===== config.mk =====
export PLATFORM = sky130hd
export DESIGN_NAME = trace_buf_ctrl
export DESIGN_NICKNAME = d
export VERILOG_FILES = /design/src/rtl/trace_buf_ctrl.sv
export SDC_FILE = /design/constraint.sdc
export NUM_CORES = 1
export LEC_CHECK = 0
export BUFFER_PORTS_ARGS = -buffer_cell sky130_fd_sc_hd__buf_2
export CORE_ASPECT_RATIO = 1.75
export CORE_UTILIZATION = 29
export CTS_CLUSTER_SIZE = 40
export DETAILED_ROUTE_END_ITERATION = 8
export GPL_TIMING_DRIVEN = 0
export SLEW_MARGIN = 10
export SYNTH_ARGS = -nofsm -noshare
export SYNTH_HDL_FRONTEND = slang
export SYNTH_SLANG_ARGS = --single-unit

===== constraint.sdc =====
create_clock -name clk -period 14.4 [get_ports clk]
set_input_delay 1.44 -clock clk [delete_from_list [all_inputs] [get_ports clk]]
set_output_delay 1.44 -clock clk [all_outputs]
set_load 0.005 [all_outputs]

===== src/rtl/trace_buf_ctrl.sv =====
// trace_buf_ctrl
//   Captures one record per retired instruction into a small FIFO and
//   presents the oldest record to a trace sink.
//   Parameters:
//     DEPTH         FIFO entries (power of two, 2..64)
//     STALL_ON_FULL 1: back-pressure the core when full, 0: drop and count
//   Ports:
//     clk, reset                  single clock, synchronous active-high reset
//     trace_en                    capture enable (drives OFF/RUN/DRAIN FSM)
//     ret_valid/pc/insn/rd/wdata  retirement record from the core
//     core_stall                  retirement back-pressure (combinational)
//     out_valid/out_ready         head record handshake
//     out_pc/insn/rd/wdata/seq    registered head record fields
//     out_compressed              head insn[1:0] != 2'b11
//     drop_count                  saturating count of discarded records
//     occupancy                   current entry count
//     state_o                     00 OFF, 01 RUN, 10 DRAIN
module trace_buf_ctrl #(
  parameter int DEPTH         = 8,
  parameter int STALL_ON_FULL = 1
) (
  input  logic                     clk,
  input  logic                     reset,
  input  logic                     trace_en,
  input  logic                     ret_valid,
  input  logic [31:0]              ret_pc,
  input  logic [31:0]              ret_insn,
  input  logic [4:0]               ret_rd,
  input  logic [31:0]              ret_wdata,
  output logic                     core_stall,
  output logic                     out_valid,
  input  logic                     out_ready,
  output logic [31:0]              out_pc,
  output logic [31:0]              out_insn,
  output logic [4:0]               out_rd,
  output logic [31:0]              out_wdata,
  output logic                     out_compressed,
  output logic [15:0]              out_seq,
  output logic [15:0]              drop_count,
  output logic [$clog2(DEPTH):0]   occupancy,
  output logic [1:0]               state_o
);

  localparam int PTR_W = $clog2(DEPTH);
  localparam int OCC_W = PTR_W + 1;
  localparam int REC_W = 32 + 32 + 5 + 32 + 16;

  localparam logic [1:0] ST_OFF   = 2'b00;
  localparam logic [1:0] ST_RUN   = 2'b01;
  localparam logic [1:0] ST_DRAIN = 2'b10;

  localparam logic [OCC_W-1:0] OCC_FULL = OCC_W'(DEPTH);
  localparam logic [OCC_W-1:0] OCC_ONE  = OCC_W'(1);

  logic [REC_W-1:0] mem [DEPTH];

  logic [1:0]       state_reg, state_next;
  logic [PTR_W-1:0] wr_ptr_reg, rd_ptr_reg, rd_ptr_succ;
  logic [OCC_W-1:0] occ_reg, occ_next;
  logic [15:0]      seq_reg;
  logic [15:0]      drop_reg;
  logic [REC_W-1:0] head_reg;
  logic [REC_W-1:0] push_rec;

  logic is_run, is_full, is_empty;
  logic pop_fire, retire, push_fire, drop_fire;
  logic head_from_push, head_from_mem;

  assign is_run   = (state_reg == ST_RUN);
  assign is_full  = (occ_reg == OCC_FULL);
  assign is_empty = (occ_reg == '0);
  assign pop_fire = !is_empty && out_ready;

  generate
    if (STALL_ON_FULL != 0) begin : g_stall
      // A pop in the same cycle frees a slot, so no stall is needed then.
      assign core_stall = is_run && is_full && !pop_fire;
    end else begin : g_nostall
      assign core_stall = 1'b0;
    end
  endgenerate

  // A retirement that is not held off consumes a sequence number whether
  // it is stored or dropped, so gaps in out_seq reveal drops.
  assign retire    = is_run && ret_valid && !core_stall;
  assign push_fire = retire && (!is_full || pop_fire);
  assign drop_fire = retire && is_full && !pop_fire;

  assign push_rec    = {ret_pc, ret_insn, ret_rd, ret_wdata, seq_reg};
  assign rd_ptr_succ = rd_ptr_reg + PTR_W'(1);

  // The head register must track whichever entry becomes the head next
  // cycle: the incoming record when the FIFO is (or is becoming) empty,
  // otherwise the entry after the one being popped.
  assign head_from_push = push_fire && (is_empty || (occ_reg == OCC_ONE && pop_fire));
  assign head_from_mem  = pop_fire && (occ_reg > OCC_ONE);

  always_comb begin
    occ_next = occ_reg;
    case ({push_fire, pop_fire})
      2'b10:   occ_next = occ_reg + OCC_ONE;
      2'b01:   occ_next = occ_reg - OCC_ONE;
      default: occ_next = occ_reg;
    endcase
  end

  always_comb begin
    state_next = state_reg;
    case (state_reg)
      ST_OFF:   if (trace_en) state_next = ST_RUN;
      ST_RUN:   if (!trace_en) state_next = ST_DRAIN;
      ST_DRAIN: begin
        if (trace_en)      state_next = ST_RUN;
        else if (is_empty) state_next = ST_OFF;
      end
      default:  state_next = ST_OFF;
    endcase
  end

  // Record storage: write-only port plus a registered read into head_reg.
  always_ff @(posedge clk) begin
    if (push_fire) begin
      mem[wr_ptr_reg] <= push_rec;
    end
  end

  always_ff @(posedge clk) begin
    if (reset) begin
      head_reg <= '0;
    end else if (head_from_push) begin
      head_reg <= push_rec;
    end else if (head_from_mem) begin
      head_reg <= mem[rd_ptr_succ];
    end
  end

  always_ff @(posedge clk) begin
    if (reset) begin
      state_reg  <= ST_OFF;
      wr_ptr_reg <= '0;
      rd_ptr_reg <= '0;
      occ_reg    <= '0;
      seq_reg    <= '0;
      drop_reg   <= '0;
    end else begin
      state_reg <= state_next;
      occ_reg   <= occ_next;
      if (push_fire) wr_ptr_reg <= wr_ptr_reg + PTR_W'(1);
      if (pop_fire)  rd_ptr_reg <= rd_ptr_succ;
      if (retire)    seq_reg    <= seq_reg + 16'd1;
      if (drop_fire && drop_reg != 16'hFFFF) drop_reg <= drop_reg + 16'd1;
    end
  end

  assign {out_pc, out_insn, out_rd, out_wdata, out_seq} = head_reg;
  assign out_valid      = !is_empty;
  assign out_compressed = (out_insn[1:0] != 2'b11);
  assign occupancy      = occ_reg;
  assign state_o        = state_reg;
  assign drop_count     = drop_reg;

endmodule


# Yosys cells after proc, flatten, opt, wreduce, memory -nomap -nowiden
# Memory sizes are Yosys's and may differ from the RTL's.
# Index checks and enable logic that the tools add are counted.
word_totals:
  regBits: 161
  ramBits: 936
  input_bits: 106
  output_inout_bits: 142
  word_cells: 59
  memories: 1
op_classes:
  add_sub_neg: 6
  order_cmp: 1
  n_eq_ne: 11
  n_mux: 10
  n_reduce_logical: 23
memory_table:
  columns: ["memory", "words", "width", "rd", "rd_ports_with_merged_regs", "wr", "line_no", "rtl"]
  rows:
  - ["mem", 8, 117, 1, 0, 1, "55", "logic [REC_W-1:0] mem [DEPTH];"]
op_table:
  columns: ["op", "n"]
  rows:
  - ["$mux 117", 2]
  - ["$add 16x1->16 const B", 2]
  - ["$ne 16x16->1 const B", 1]
  - ["$logic_and 1x1->1", 12]
  - ["$mux 2", 4]
  - ["$pmux 4 s2", 1]
  - ["$add 3x1->3 const B", 2]
  - ["$ne 2x2->1 const B", 3]
  - ["$pmux 2 s3", 1]
  - ["$add 4x1->4 const B", 1]
  - ["$eq 2x1->1 const B", 2]
  - ["$eq 2x2->1 const B", 2]
  - ["$eq 4x1->1 const B", 1]
  - ["$eq 4x4->1 const B", 1]
  - ["$gt 4x1->1 const B", 1]
  - ["$logic_not 1->1", 4]
  - ["$logic_not 4->1", 1]
  - ["$reduce_bool 2->1", 2]
  - ["$sub 4x1->4 const B", 1]
  - ["$ne 3x3->1 const B", 1]
  - ["$reduce_and 3->1", 1]
  - ["$logic_not 2->1", 1]
  - ["$logic_or 1x1->1", 2]
  - ["$mux 1", 2]

# Logic depth before layout (Yosys ltp)
depth:
  depth_word: 10
  depth_mapped: 9
  depth_no_buf: 7

# Least setup slack after synthesis
# OpenSTA, ideal clock, no wires.
synth_timing:
  path_kind: "input to register"
  from: "in ret_valid"
  to: "mem mem[0][0] (netlist bit) (enable)"
  setup_time_ns: 0.880
  arrival_ns: 12.952
  required_ns: 13.520
  setup_slack_ns: 0.569
  stages: 4
  path_buffers: 1
  path_cell_list: "and3b_1 -> clkbuf_1 -> nand2_1 -> nor4_1"
synth_between:
  elab_chain_cells: 5
synth_rtl:
  columns: ["element", "line_no", "rtl"]
  rows:
  - ["from (decl)", "25", "input logic ret_valid,"]
  - ["$logic_and 1x1->1 (2 in a row)", "85", "assign retire = is_run && ret_valid && !core_stall;"]
  - ["$logic_and 1x1->1", "86", "assign push_fire = retire && (!is_full || pop_fire);"]
  - ["$mux 1", "122", "if (push_fire) begin"]
  - ["$mux 1 (implied by the code)", "123", "mem[wr_ptr_reg] <= push_rec;"]
  - ["to (decl)", "55", null]
# No other way between the ends.

# Worst setup path in the final report
layout_timing:
  from: "reg occ_reg[0] (netlist: occupancy[0])"
  to: "mem mem[4][58] (netlist bit) (enable)"
layout_between:
  elab_chain_cells: 10
  elab_cells_between_ends: 14
  cone_classes: "eq/ne: 1; mux: 2; reduce/logical: 11"
layout_rtl:
  columns: ["element", "line_no", "rtl"]
  rows:
  - ["from (decl)", "59", "logic [OCC_W-1:0] occ_reg, occ_next;"]
  - ["from (signal assigned)", "147", "occ_reg <= occ_next;"]
  - ["$logic_not 4->1", "71", "assign is_empty = (occ_reg == '0);"]
  - ["$logic_not 1->1", "72", "assign pop_fire = !is_empty && out_ready;"]
  - ["$logic_and 1x1->1", "72", null]
  - ["$logic_not 1->1", "77", "assign core_stall = is_run && is_full && !pop_fire;"]
  - ["$logic_and 1x1->1", "77", null]
  - ["$logic_not 1->1", "85", null]
  - ["$logic_and 1x1->1", "85", null]
  - ["$logic_and 1x1->1 (*)", "86", null]
  - ["$mux 1 (*)", "122", null]
  - ["$mux 1 (implied by the code) (*)", "123", null]
# Every way passes the cells marked *; elsewhere a longest branch is shown, timed or not.

==> impl_metrics.env <==
export IMPL_setup_ws_ns=10.21
export IMPL_rsz0062_at_grt="no"
export IMPL_r2r_end="mem[4][58]"
export IMPL_ant_nets=0
export IMPL_grt_use_total=0.152
export IMPL_clock_sinks=1097
export IMPL_vias_per_cell=4.84
export IMPL_r2r_setup_slack_ns=10.21
export IMPL_seq_area_um2=31300
export IMPL_clk_pin_slew_ns=0.06
export IMPL_grt_max_degree=22
export IMPL_die_y_um=505
export IMPL_clock_latency_ns=0.72
export IMPL_dpl_instance_area_um2=46800
export IMPL_peakVddDrop_mv=0.142
export IMPL_met1Wirelength_um=43900
export IMPL_fmax_mhz=239
export IMPL_tightest_slew_ns=1.21
export IMPL_synthTopCellsByArea="edfxtp_1, mux4_2, dfxtp_1"
export IMPL_vias=21905
export IMPL_cp_end_kind="register"
export IMPL_maxUsedRoutingLayer="met5"
export IMPL_nets=2681
export IMPL_async_reset_ff_frac=0
export IMPL_hold_buffers=0
export IMPL_cts_tree="done"
export IMPL_worstSetupPathType="reg -> reg"
export IMPL_detailedPlace_worstSlack_ns=9.56
export IMPL_htree_levels=3
export IMPL_cts_root_buf="clkbuf_16"
export IMPL_wl_met3_um=6740
export IMPL_cp_max_fo=8
export IMPL_min_path_cells=2
export IMPL_die_area_um2=146000
export IMPL_grt_ovfl_total=0
export IMPL_leakage_uw=0.0159
export IMPL_fillers=13465
export IMPL_synth_edf_count=936
export IMPL_hp_class="reg -> reg"
export IMPL_drive_above_1_share=0.308
export IMPL_path_cells="inv_1 -> ha_1 -> nor4bb_1 -> buf_2 -> nor2_1 -> nand2_1 -> nor3_2 -> buf_6 -> buf_4 -> buf_4 -> buf_4 -> buf_4 -> buf_4"
export IMPL_cts_made_buffers=104
export IMPL_worstPathArrival_ns=4.56
export IMPL_synth_seq_cells=1097
export IMPL_synth_most_common_cell="edfxtp_1"
export IMPL_slew_headroom=0.191
export IMPL_postCtsSetupRepairBufs=0
export IMPL_wl_per_cell_um=24.5
export IMPL_maxSlewViolCount=0
export IMPL_fin_cells=4530
export IMPL_powerDensity_nw_per_um2=168
export IMPL_io_buffers=245
export IMPL_final_setup_tns_ns=0
export IMPL_ys_flop_type="edfxtp_1"
export IMPL_cpMaxStageDelayCell="nor3_2"
export IMPL_min_period_ns=4.19
export IMPL_first_global_vias=23462
export IMPL_cp_top_family="buffers and inverters"
export IMPL_post_cts_resized=0
export IMPL_io_pins=248
export IMPL_required_ns=14.77
export IMPL_antenna_found_initial=21
export IMPL_path_buf_inv=8
export IMPL_dp_hpwl_um=75900
export IMPL_yosysWarningCount=0
export IMPL_clk_path_buf_depth=3
export IMPL_dr_pass1_iters=5
export IMPL_synth_top_area_cell="edfxtp_1"
export IMPL_ys_top_cells_by_count="edfxtp_1, mux4_2, dfxtp_1"
export IMPL_status="finished clean"
export IMPL_grt_pass1_wl_um=160000
export IMPL_core_rowCount=184
export IMPL_synth_area_um2=41900
export IMPL_yosysUniqueCellTypes=47
export IMPL_dp_cells=4322
export IMPL_avgSynthCellArea_um2=20.0
export IMPL_finalCritPeriodShare=0.291
export IMPL_fp_dieW_um=289
export IMPL_core_area_um2=143000
export IMPL_synth_cells=2099
export IMPL_clock_skew_ns=0.0591
export IMPL_multi_input_area_um2=10000
export IMPL_drcViolationCount=0
export IMPL_gp_congestion=0.730
export IMPL_start_kind="register"
export IMPL_min_from="rd_ptr_reg[1]"
export IMPL_seq_area_frac_synth=0.748
export IMPL_final_cell_area_um2=50300
export IMPL_utilization=0.351
export IMPL_r2r_start="occupancy[0]"
export IMPL_finalSetupViolCount=0
export IMPL_synth_nets=2212
export IMPL_crit_top_cell="buf_4"
export IMPL_synth_top_cell_area_share=0.671
export IMPL_met2_length_um=57400
export IMPL_holdPathEnd="rd_ptr_reg[1]"
export IMPL_syn_to_final_growth_pct=20.0
export IMPL_slowest_delay_ns=0.61
export IMPL_first_iter_violations=1341
export IMPL_start_util=0.292
export IMPL_cap_violations=0
export IMPL_wl_um=111000
export IMPL_r2r_cells=13
export IMPL_largest_reg_flops=936
export IMPL_worstSetupStartpoint="occupancy[0]"
export IMPL_finalHoldViolations=0
-- cell type report --
type | instances | area share
Tap cell | 1860 | 0.0463
Sequential cell | 1097 | 0.623
Inverter | 7 | 0.000522
Clock inverter | 53 | 0.0128
Antenna cell | 11 | 0.000547
Clock buffer | 144 | 0.0565
Buffer | 136 | 0.0118
Timing Repair Buffer | 363 | 0.0496
Multi-Input combinational cell | 859 | 0.199
-- cells by family after synthesis --
family,share of synthesized area
flip-flops,0.748
adder cells (fa/ha/maj),0.00209
XOR/XNOR,0.00251
buffers and inverters,0.0147
multiplexers,0.152
AO/OA/AOI/OAI,0.0310
AND/OR/NAND/NOR,0.0496
-- cells in the final DEF (no fill, tap or decap), types with 11 or more instances in the layout --
cell type,count
buf_6,31
nor3_1,13
mux2i_1,106
nand3b_1,100
edfxtp_1,936
nor2_1,26
nand2_1,24
o221ai_1,98
clkbuf_1,114
buf_4,71
diode_2,11
buf_12,14
clkinv_2,20
nor2b_1,18
buf_2,281
nand2b_1,102
mux4_2,234
a21oi_1,15
dfxtp_1,161
nand3_1,16
clkbuf_16,105
-- stage by stage --
stage	power, µW	hold slack, ns
5_1_grt	8810	0.479
4_1_cts	8580	0.461
3_3_place_gp	5790	0.448
2_1_floorplan	5040	0.440
6_report	8440	0.462
3_5_place_dp	5800	0.450
-- how the worst max path moves through the flow --
| stage | endpoint | slack, ns | cells after the start |
|---|---|---|---|
| after floorplan | mem[0][0] | 0.57 | 4 |
| after detailed placement | mem[4][62] | 9.56 | 11 |
| after CTS | mem[4][58] | 10.14 | 13 |
| final | mem[4][58] | 10.21 | 13 |
| after global routing | mem[4][58] | 9.87 | 13 |
| after global placement | mem[0][57] | -14.41 | 5 |
-- per-layer routing --
| metal | GRT usage | vias to the layer above |
|---|---|---|
| li1 | - | 9614 |
| met1 | 0.183 | 11499 |
| met2 | 0.269 | 623 |
| met3 | 0.0288 | 155 |
| met4 | 0.0519 | 14 |
| met5 | 0 | - |
-- where the power goes --
| part | internal (µW) | switching, µW |
|---|---|---|
| clock | 1560 | 1210 |
| combinational | 902 | 1100 |
| sequential | 3590 | 85.8 |
| total | 6050 | 2390 |
-- worst reg2reg max path, stage by stage, from the launching register on --
cell,delay (ns)
dfxtp_1,0.47
inv_1,0.10
ha_1,0.27
nor4bb_1,0.16
buf_2,0.17
nor2_1,0.41
nand2_1,0.33
nor3_2,0.61
buf_6,0.25
buf_4,0.23
buf_4,0.22
buf_4,0.21
buf_4,0.19
buf_4,0.22
(Power assumes the default switching activity.)
